**src/rtl/radar_sweep_ctrl.sv**
```systemverilog
// rtl/radar_sweep_ctrl.sv - servo sweep sequencer: settle, range handshake, step, reverse at travel ends
// One position per SETTLE -> MEASURE -> STEP cycle; all outputs registered.
module radar_sweep_ctrl #(
   parameter int unsigned PW_MIN       = 1600,
   parameter int unsigned PW_MAX       = 66000,
   parameter int unsigned PW_STEP      = 400,
   parameter int unsigned SETTLE_CYC   = 1350000,
   parameter int unsigned MEAS_TIMEOUT = 1620000
) (
   input  logic        clk,
   input  logic        rst_n,
   input  logic        enable,
   input  logic        meas_ack,
   output logic [19:0] pw,
   output logic [7:0]  step_idx,
   output logic        dir,
   output logic        meas_req,
   output logic        meas_timeout,
   output logic        sweep_done,
   output logic        busy
);

   localparam int unsigned N_STEPS     = (PW_MAX - PW_MIN) / PW_STEP;
   localparam logic [7:0]  IDX_LAST    = 8'(N_STEPS);
   localparam logic [19:0] PW_HOME     = 20'(PW_MAX);
   localparam logic [19:0] PW_INC      = 20'(PW_STEP);
   localparam logic [31:0] SETTLE_LAST = 32'(SETTLE_CYC - 1);
   localparam logic [31:0] TMO_LAST    = 32'(MEAS_TIMEOUT - 1);

   typedef enum logic [1:0] {S_IDLE, S_SETTLE, S_MEASURE, S_STEP} state_t;

   state_t      state_q, state_d;
   logic [31:0] cnt_q, cnt_d;
   logic [19:0] pw_q, pw_d;
   logic [7:0]  idx_q, idx_d;
   logic        dir_q, dir_d;
   logic        req_q, req_d;
   logic        tmo_q, tmo_d;
   logic        done_q, done_d;
   logic        busy_q, busy_d;

   always_ff @(posedge clk) begin
      if (!rst_n) begin
         state_q <= S_IDLE;
         cnt_q   <= '0;
         pw_q    <= PW_HOME;
         idx_q   <= '0;
         dir_q   <= 1'b0;
         req_q   <= 1'b0;
         tmo_q   <= 1'b0;
         done_q  <= 1'b0;
         busy_q  <= 1'b0;
      end else begin
         state_q <= state_d;
         cnt_q   <= cnt_d;
         pw_q    <= pw_d;
         idx_q   <= idx_d;
         dir_q   <= dir_d;
         req_q   <= req_d;
         tmo_q   <= tmo_d;
         done_q  <= done_d;
         busy_q  <= busy_d;
      end
   end

   // One counter serves both the settle wait and the ack timeout; it is cleared on every entry.
   always_comb begin
      state_d = state_q;
      cnt_d   = cnt_q;
      pw_d    = pw_q;
      idx_d   = idx_q;
      dir_d   = dir_q;
      req_d   = req_q;
      tmo_d   = 1'b0;
      done_d  = 1'b0;
      case (state_q)
         S_IDLE: begin
            if (enable) begin
               state_d = S_SETTLE;
               cnt_d   = '0;
            end
         end
         S_SETTLE: begin
            if (cnt_q == SETTLE_LAST) begin
               state_d = S_MEASURE;
               req_d   = 1'b1;
               cnt_d   = '0;
            end else begin
               cnt_d = cnt_q + 32'd1;
            end
         end
         S_MEASURE: begin
            if (meas_ack) begin
               req_d   = 1'b0;
               state_d = S_STEP;
            end else if (cnt_q == TMO_LAST) begin
               req_d   = 1'b0;
               tmo_d   = 1'b1;
               state_d = S_STEP;
            end else begin
               cnt_d = cnt_q + 32'd1;
            end
         end
         S_STEP: begin
            // Guards keep pw inside [PW_MIN, PW_MAX] even if dir and idx ever disagree.
            if (!dir_q) begin
               if (idx_q < IDX_LAST) begin
                  pw_d  = pw_q - PW_INC;
                  idx_d = idx_q + 8'd1;
                  if (idx_q + 8'd1 == IDX_LAST) begin
                     dir_d  = 1'b1;
                     done_d = 1'b1;
                  end
               end
            end else begin
               if (idx_q != 8'd0) begin
                  pw_d  = pw_q + PW_INC;
                  idx_d = idx_q - 8'd1;
                  if (idx_q == 8'd1) begin
                     dir_d  = 1'b0;
                     done_d = 1'b1;
                  end
               end
            end
            cnt_d   = '0;
            state_d = enable ? S_SETTLE : S_IDLE;
         end
         default: state_d = S_IDLE;
      endcase
      busy_d = (state_d != S_IDLE);
   end

   assign pw           = pw_q;
   assign step_idx     = idx_q;
   assign dir          = dir_q;
   assign meas_req     = req_q;
   assign meas_timeout = tmo_q;
   assign sweep_done   = done_q;
   assign busy         = busy_q;

endmodule

```
**config.mk**
```make
export PLATFORM = sky130hd
export DESIGN_NAME = radar_sweep_ctrl
export DESIGN_NICKNAME = d
export VERILOG_FILES = /design/src/rtl/radar_sweep_ctrl.sv
export SDC_FILE = /design/constraint.sdc
export NUM_CORES = 1
export LEC_CHECK = 0
export ABC_AREA = 1
export BUFFER_PORTS_ARGS = -buffer_cell sky130_fd_sc_hd__buf_2
export CAP_MARGIN = 20
export CORE_MARGIN = 3
export CORE_UTILIZATION = 60
export DETAILED_ROUTE_END_ITERATION = 8
export PLACE_DENSITY = 0.84
export SETUP_SLACK_MARGIN = 0.2
export SLEW_MARGIN = 20
export SYNTH_ARGS = -nofsm -noshare
export SYNTH_HDL_FRONTEND = slang
export SYNTH_SLANG_ARGS = --single-unit
```
**constraint.sdc**
```tcl
create_clock -name clk -period 2.54 [get_ports clk]
set_input_delay 0.381 -clock clk [delete_from_list [all_inputs] [get_ports clk]]
set_output_delay 0.381 -clock clk [all_outputs]
set_load 0.005 [all_outputs]
```
Word level (Yosys, flattened, before mapping)
Cells that the tools add are included.

word-level totals
  flip-flop bits (word level) = 67
  output and inout port bits = 33
  logic and storage cells = 70

cells by class
  add/sub/neg operators = 5
  magnitude comparators = 1
  equal/unequal tests = 13
  multiplexer cells = 30
  bitwise gates (word level) = 2
  reduce and logical (&&, ||, !) cells = 10

operators with widths
  kind                                                 number
  2-to-1 mux 32 bit                                    4
  one-hot mux 32 bit (4 select lines)                  1
  == test 32 x 21 -> 1 bit (second input constant)     2
  2-to-1 mux 20 bit                                    3
  adder 32 x 1 -> 32 bit (second input constant)       1
  2-to-1 mux 8 bit                                     3
  adder 20 x 9 -> 20 bit (second input constant)       1
  subtractor 20 x 9 -> 20 bit (second input constant)  1
  2-to-1 mux 1 bit                                     13
  AND reduction 3 bit                                  3
  adder 8 x 1 -> 8 bit (second input constant)         1
  == test 8 x 1 -> 1 bit (second input constant)       1
  == test 8 bit (second input constant)                1
  less-than comparator 8 bit (second input constant)   1
  2-to-1 mux 2 bit                                     4
  inequality test 2 bit (second input constant)        4
  one-hot mux 2 bit (4 select lines)                   1
  nonzero test 8 bit                                   1
  subtractor 8 x 1 -> 8 bit (second input constant)    1
  nonzero test 2 bit                                   3
  == test 2 bit (second input constant)                2
  inequality test 3 bit (second input constant)        1
  OR reduction 3 bit                                   1
  == test 2 x 1 -> 1 bit (second input constant)       1
  5 further kinds                                      6

Depth between registers and ports, before layout
  depth in word-level cells = 5
  gate-level depth with buffers = 14

Least setup slack after synthesis
Ideal clock, no wire load.

  kind = register to register
  start = register dir_q, in the netlist dir
  end = register pw_q[15], in the netlist pw[15]
  arrival time = 2.126 ns
  slack = 0.358 ns
  stages on the path, launching flop included = 12
  buffers on the path = 0
  period minus slack after synthesis = 2.182 ns
  cell sequence = dfxtp_1 clkinv_1 ha_1 nand3_1 nand2_1 nand2_1 nand2_1 a21oi_1 or2_2 nand3_1 nand2_1 inv_1

on the way
  word-level cells in the longest chain between the ends = 2

ends and longest elaborated chain
  element                                                                                       RTL line  RTL
  start, declared                                                                               36        logic dir_q, dir_d;
  start signal, assigned                                                                        58        dir_q <= dir_d;
  inequality test 2 x 1 -> 1 bit (no source line) / nonzero test 2 bit (equally long branches)  --
  AND reduction 3 bit (no source line)                                                          --
  end signal, assigned                                                                          56        pw_q <= pw_d;
  end, declared                                                                                 34        logic [19:0] pw_q, pw_d;

Several ways; a longest one is shown, not always the timed one.
A chain may end at the register's enable or synchronous reset.

Worst setup path after layout
  start = register state_q[0]
  end = register cnt_q[0]

on the way
  word-level cells in the longest chain between the ends = 3

ends and longest elaborated chain
  element                                                    RTL line  RTL
  start, declared                                            32        state_t state_q, state_d;
  start signal, assigned                                     54        state_q <= state_d;
  == test 2 bit / logical NOT 2 bit (equally long branches)  76        case (state_q)
  inequality test 2 bit (no source line)                     --
  AND reduction 3 bit (no source line)                       --
  end signal, assigned                                       55        cnt_q <= cnt_d;
  end, declared                                              33        logic [31:0] cnt_q, cnt_d;

Several ways; a longest one is shown, not always the timed one.

==> results.txt <==
- Run status: finished clean
- Hold crit path type: in -> reg
- Final number of max-transition violations: 0
- Post-synthesis average cell area: 6.14 µm²
* Remaining global-route overflow: 0
- Prior to clock tree synthesis, the placed netlist has a worst setup slack of between 200 and 300 ps.
- Total Neg Setup Slack: 0 ps
- The filler cells instantiated in the layout total 709.
- Number of enable-type register cells in the synthesized netlist: 0
- The tree built by TritonCTS fans out to 63 sinks.
- Critical path type: reg -> reg
- STA classifies the critical path startpoint as a flip-flop.
- Detailed placement finished with a half-perimeter wire length of roughly 10000 µm.
- TritonCTS created 9 clock buffers.
- Width of the chip: 97.1 µm
- TritonCTS clock tree: built
- Slowest stage delay, CP: approximately 380 ps
- Root buf cell: clkbuf_8
* Worst vdd rail ir drop: 0.476 mV
* #FFs+latches synth: 63
* Post-synth design cell area: 4980 µm²
- Traced cell by cell, the critical path runs through inv_1 > ha_1 > nand2_1 > nand2_4 > nor2_4 > nand2_4 > nand2_4 > a21oi_1.
- Dividing the detail-routed wire length by the instance count gives about 15 µm.
* Maximum level of the CTS H-tree: 3
* Worst skew pair latency: 350 ps
* Via count of the first global-routing pass: 5028
- CP endpoint kind: flip-flop
- For this design the ratio of total power to cell area is 772 nW/µm².
- After the first detailed-routing iteration, the DRC count stood at 274.
- The worst pin sits at a relative slew slack of 67.0%.
- Antenna viol nets, final: 0
- Maximum fanout count along the critical path: 12
- Most Used Layer, Global Route: met2
- Via total after detailed routing: 5313
* Yosys warnings: 0
- Entering global routing, the biggest net connects 24 pins.
- Wire length of the first global-routing pass: 23100 µm
- Global routing usage on met2: 51.4%
- First-pass iteration count of the detailed router: 5
* Area overhead of the layout relative to synthesis: 8.84%
- Postcts setup bufs: 0
* Unrepaired setup endpoints after global routing: false
- CTS max path bufs: 2
- Post-synth cell types: 40
* Via density: 5.60
* Ant. Diodes: 0
- Global routing used 4.45% of the available met3 tracks.
- Data on the critical path arrives at its endpoint at ~2500 ps.
* Async set-or-reset flop fraction in the synthesized netlist: 0%
* Starting Density: 63.2%
- Wires add up to 13900 µm.
- DRC violations left: 0
- For this run, the total global-route usage over all layers was measured as 29.2%.
- Row count: 32
* Fraction of final layout cells sized beyond drive strength 1: 12.8%
- For this design the top-level I/O count stands at 37.
- Fin. Hold Viols: 0
- After floorplanning, the core was sized to cover 7890 µm².
* Worst Max-Slew Pin Slew: 491 ps
* Count of hold-fix buffers inserted at cts: 0
* Clock-pin slew reported for the worst setup and hold paths after clock tree synthesis: 80 ps
- STA puts the critical path data required time at around 2800 ps.
* Final-stage net count: 871
* Die height: 97.1 µm
- Across the run, the number of max-cap violations was 0.
- The number of antenna violations at the first check in global routing was 0.
- CP most frequent cell: nand2_4
* Final-report setup violation count: 0
- Global routing used between 30% and 40% of the available met1 tracks.
- Sequential share of the synthesized area: approximately a quarter
- Worst setup margin: 325 ps
- Count of port buffers added during placement: 32
- The clock period could shrink to 2210 ps.
- Number of standard cells after synthesis: between 800 and 900
* Leakage power summed over all cells: 2.37 nW
- The die covers 9440 µm².
- In the finished design, the share of the clock period the worst path needs comes to 87.2%.
* Achievable clock frequency: 452 MHz
* Main synth FF type: dfxtp_1
- Between clock sinks in the finished design, the worst skew comes to 10.6 ps.
* Critical Path Slowest Stage Cell: dfxtp_1
* Hold slack final: about 230 ps
- Routability-driven placement finished with a final weighted congestion of 0.986.
==> cell type report <==
cell class	count	area [µm²]	share of cell area (%)
multi-input combinational	630	3210	59.2
timing repair buffer	44	263	4.84
clock inverter	5	57.6	1.06
sequential	63	1260	23.3
inverter	94	359	6.62
clock buffer	11	141	2.61
tap	102	128	2.35
==> logic make-up (layout without fill, tap and decap cells) <==
family / Yosys count / after routing / share of synthesized area [%]
compound gates: 99 / 99 / 10.6
xor+xnor: 22 / 22 / 3.87
fa+ha+maj: 25 / 25 / 6.43
buf+inv: 121 / 154 / 10.5
flops: 63 / 63 / 25.3
other cells: 1 / 4 / 0.0752
simple gates: 480 / 480 / 43.3
==> cell usage in the layout (no fill, tap or decap), drive strengths merged <==
| cell type | instances |
|---|---|
| xnor2 | 7 |
| o31ai | 1 |
| clkinv | 1 |
| dfxtp | 63 |
| buf | 44 |
| bufinv | 1 |
| fa | 1 |
| o21bai | 4 |
| nor4 | 2 |
| xor2 | 15 |
| and2 | 2 |
| nand3 | 93 |
| conb | 4 |
| nor3 | 12 |
| nor2 | 128 |
| ha | 24 |
| clkinvlp | 4 |
| a21oi | 59 |
| o21ai | 30 |
| nand2 | 219 |
| nand3b | 2 |
| a21o | 1 |
| a31oi | 4 |
| nand4 | 17 |
| inv | 93 |
| or2 | 5 |
| clkbuf | 11 |
==> report_power, final <==
group | leakage [nW] | internal, W | switching (W)
clock | 0.0916 | 0.000478 | 0.000430
sequential | 0.510 | 0.00110 | 0.000122
combinational | 1.77 | 0.000686 | 0.00137
==> worst max-delay path, delay by kind of cell, from the launching register on <==
kind / cells / cell delay [ps]
simple gates: 5 / 1160
flops: 1 / 380
fa+ha+maj: 1 / 380
buf+inv: 1 / 100
compound gates: 1 / 60
==> cells in the mapped netlist, types with 2 or more instances <==
| library cell | instances | area, µm² |
|---|---|---|
| nand2_1 | 209 | 785 |
| nor2_1 | 121 | 454 |
| inv_1 | 83 | 312 |
| nand3_1 | 82 | 410 |
| dfxtp_1 | 63 | 1260 |
| a21oi_1 | 56 | 280 |
| o21ai_0 | 27 | 135 |
| ha_1 | 24 | 300 |
| nand4_1 | 17 | 106 |
| xor2_1 | 15 | 131 |
| nor3_1 | 11 | 55.1 |
| nand3_2 | 10 | 100 |
| buf_2 | 9 | 45.0 |
| inv_2 | 9 | 33.8 |
| clkbuf_1 | 8 | 30.0 |
| xnor2_1 | 7 | 61.3 |
| buf_4 | 6 | 45.0 |
| nand2_2 | 6 | 37.5 |
| a31oi_1 | 4 | 25.0 |
| nand2_4 | 4 | 45.0 |
| nor2_4 | 4 | 45.0 |
| o21bai_1 | 4 | 30.0 |
| or2_2 | 4 | 25.0 |
| a21oi_2 | 3 | 26.3 |
| buf_6 | 3 | 33.8 |
| nor2_2 | 3 | 18.8 |
| o21ai_1 | 3 | 15.0 |
| and2_1 | 2 | 12.5 |
| nand3b_1 | 2 | 15.0 |
| nor4_1 | 2 | 12.5 |
==> flip-flops by register name (all words and copies together), names as in the netlist <==
signal / flops
busy: 1
cnt_q: 32
dir: 1
meas_req: 1
meas_timeout: 1
pw: 16
state_q: 2
step_idx: 8
sweep_done: 1
==> metrics by stage <==
stage | util [%] | total power, W | cells | cell area [µm²]
after global routing | 68.8 | 0.00447 | 949 | 5420
after global placement | 66.1 | 0.00319 | 933 | 5220
after floorplan | - | 0.00276 | 814 | 4990
after detailed placement | 66.1 | 0.00325 | 933 | 5220
after CTS | 68.7 | 0.00416 | 949 | 5420
final | 68.8 | 0.00419 | 949 | 5420
==> worst paths after layout <==
| path | to | cells past startpoint | start | slack, ps |
|---|---|---|---|---|
| worst min-delay path | meas_timeout | 2 | meas_ack | 230 |
| worst min register to register | meas_req | 2 | meas_req | 460 |
| worst max register to register | cnt_q[0] | 8 | state_q[0] | 330 |
| worst max-delay path | cnt_q[0] | 8 | state_q[0] | 330 |
==> routing by layer <==
metal / wire, µm / share of wire, %
met2: 6800 / 49
met4: 335 / 2.4
met1: 5740 / 41
met3: 1060 / 7.6
met5: 0 / 0
==> what timing repair did <==
action,in CTS,in global routing
setup endpoints to repair,0,26
resized for setup,0,4
endpoints found under the hold margin,0,0
(Power assumes the default switching activity.)
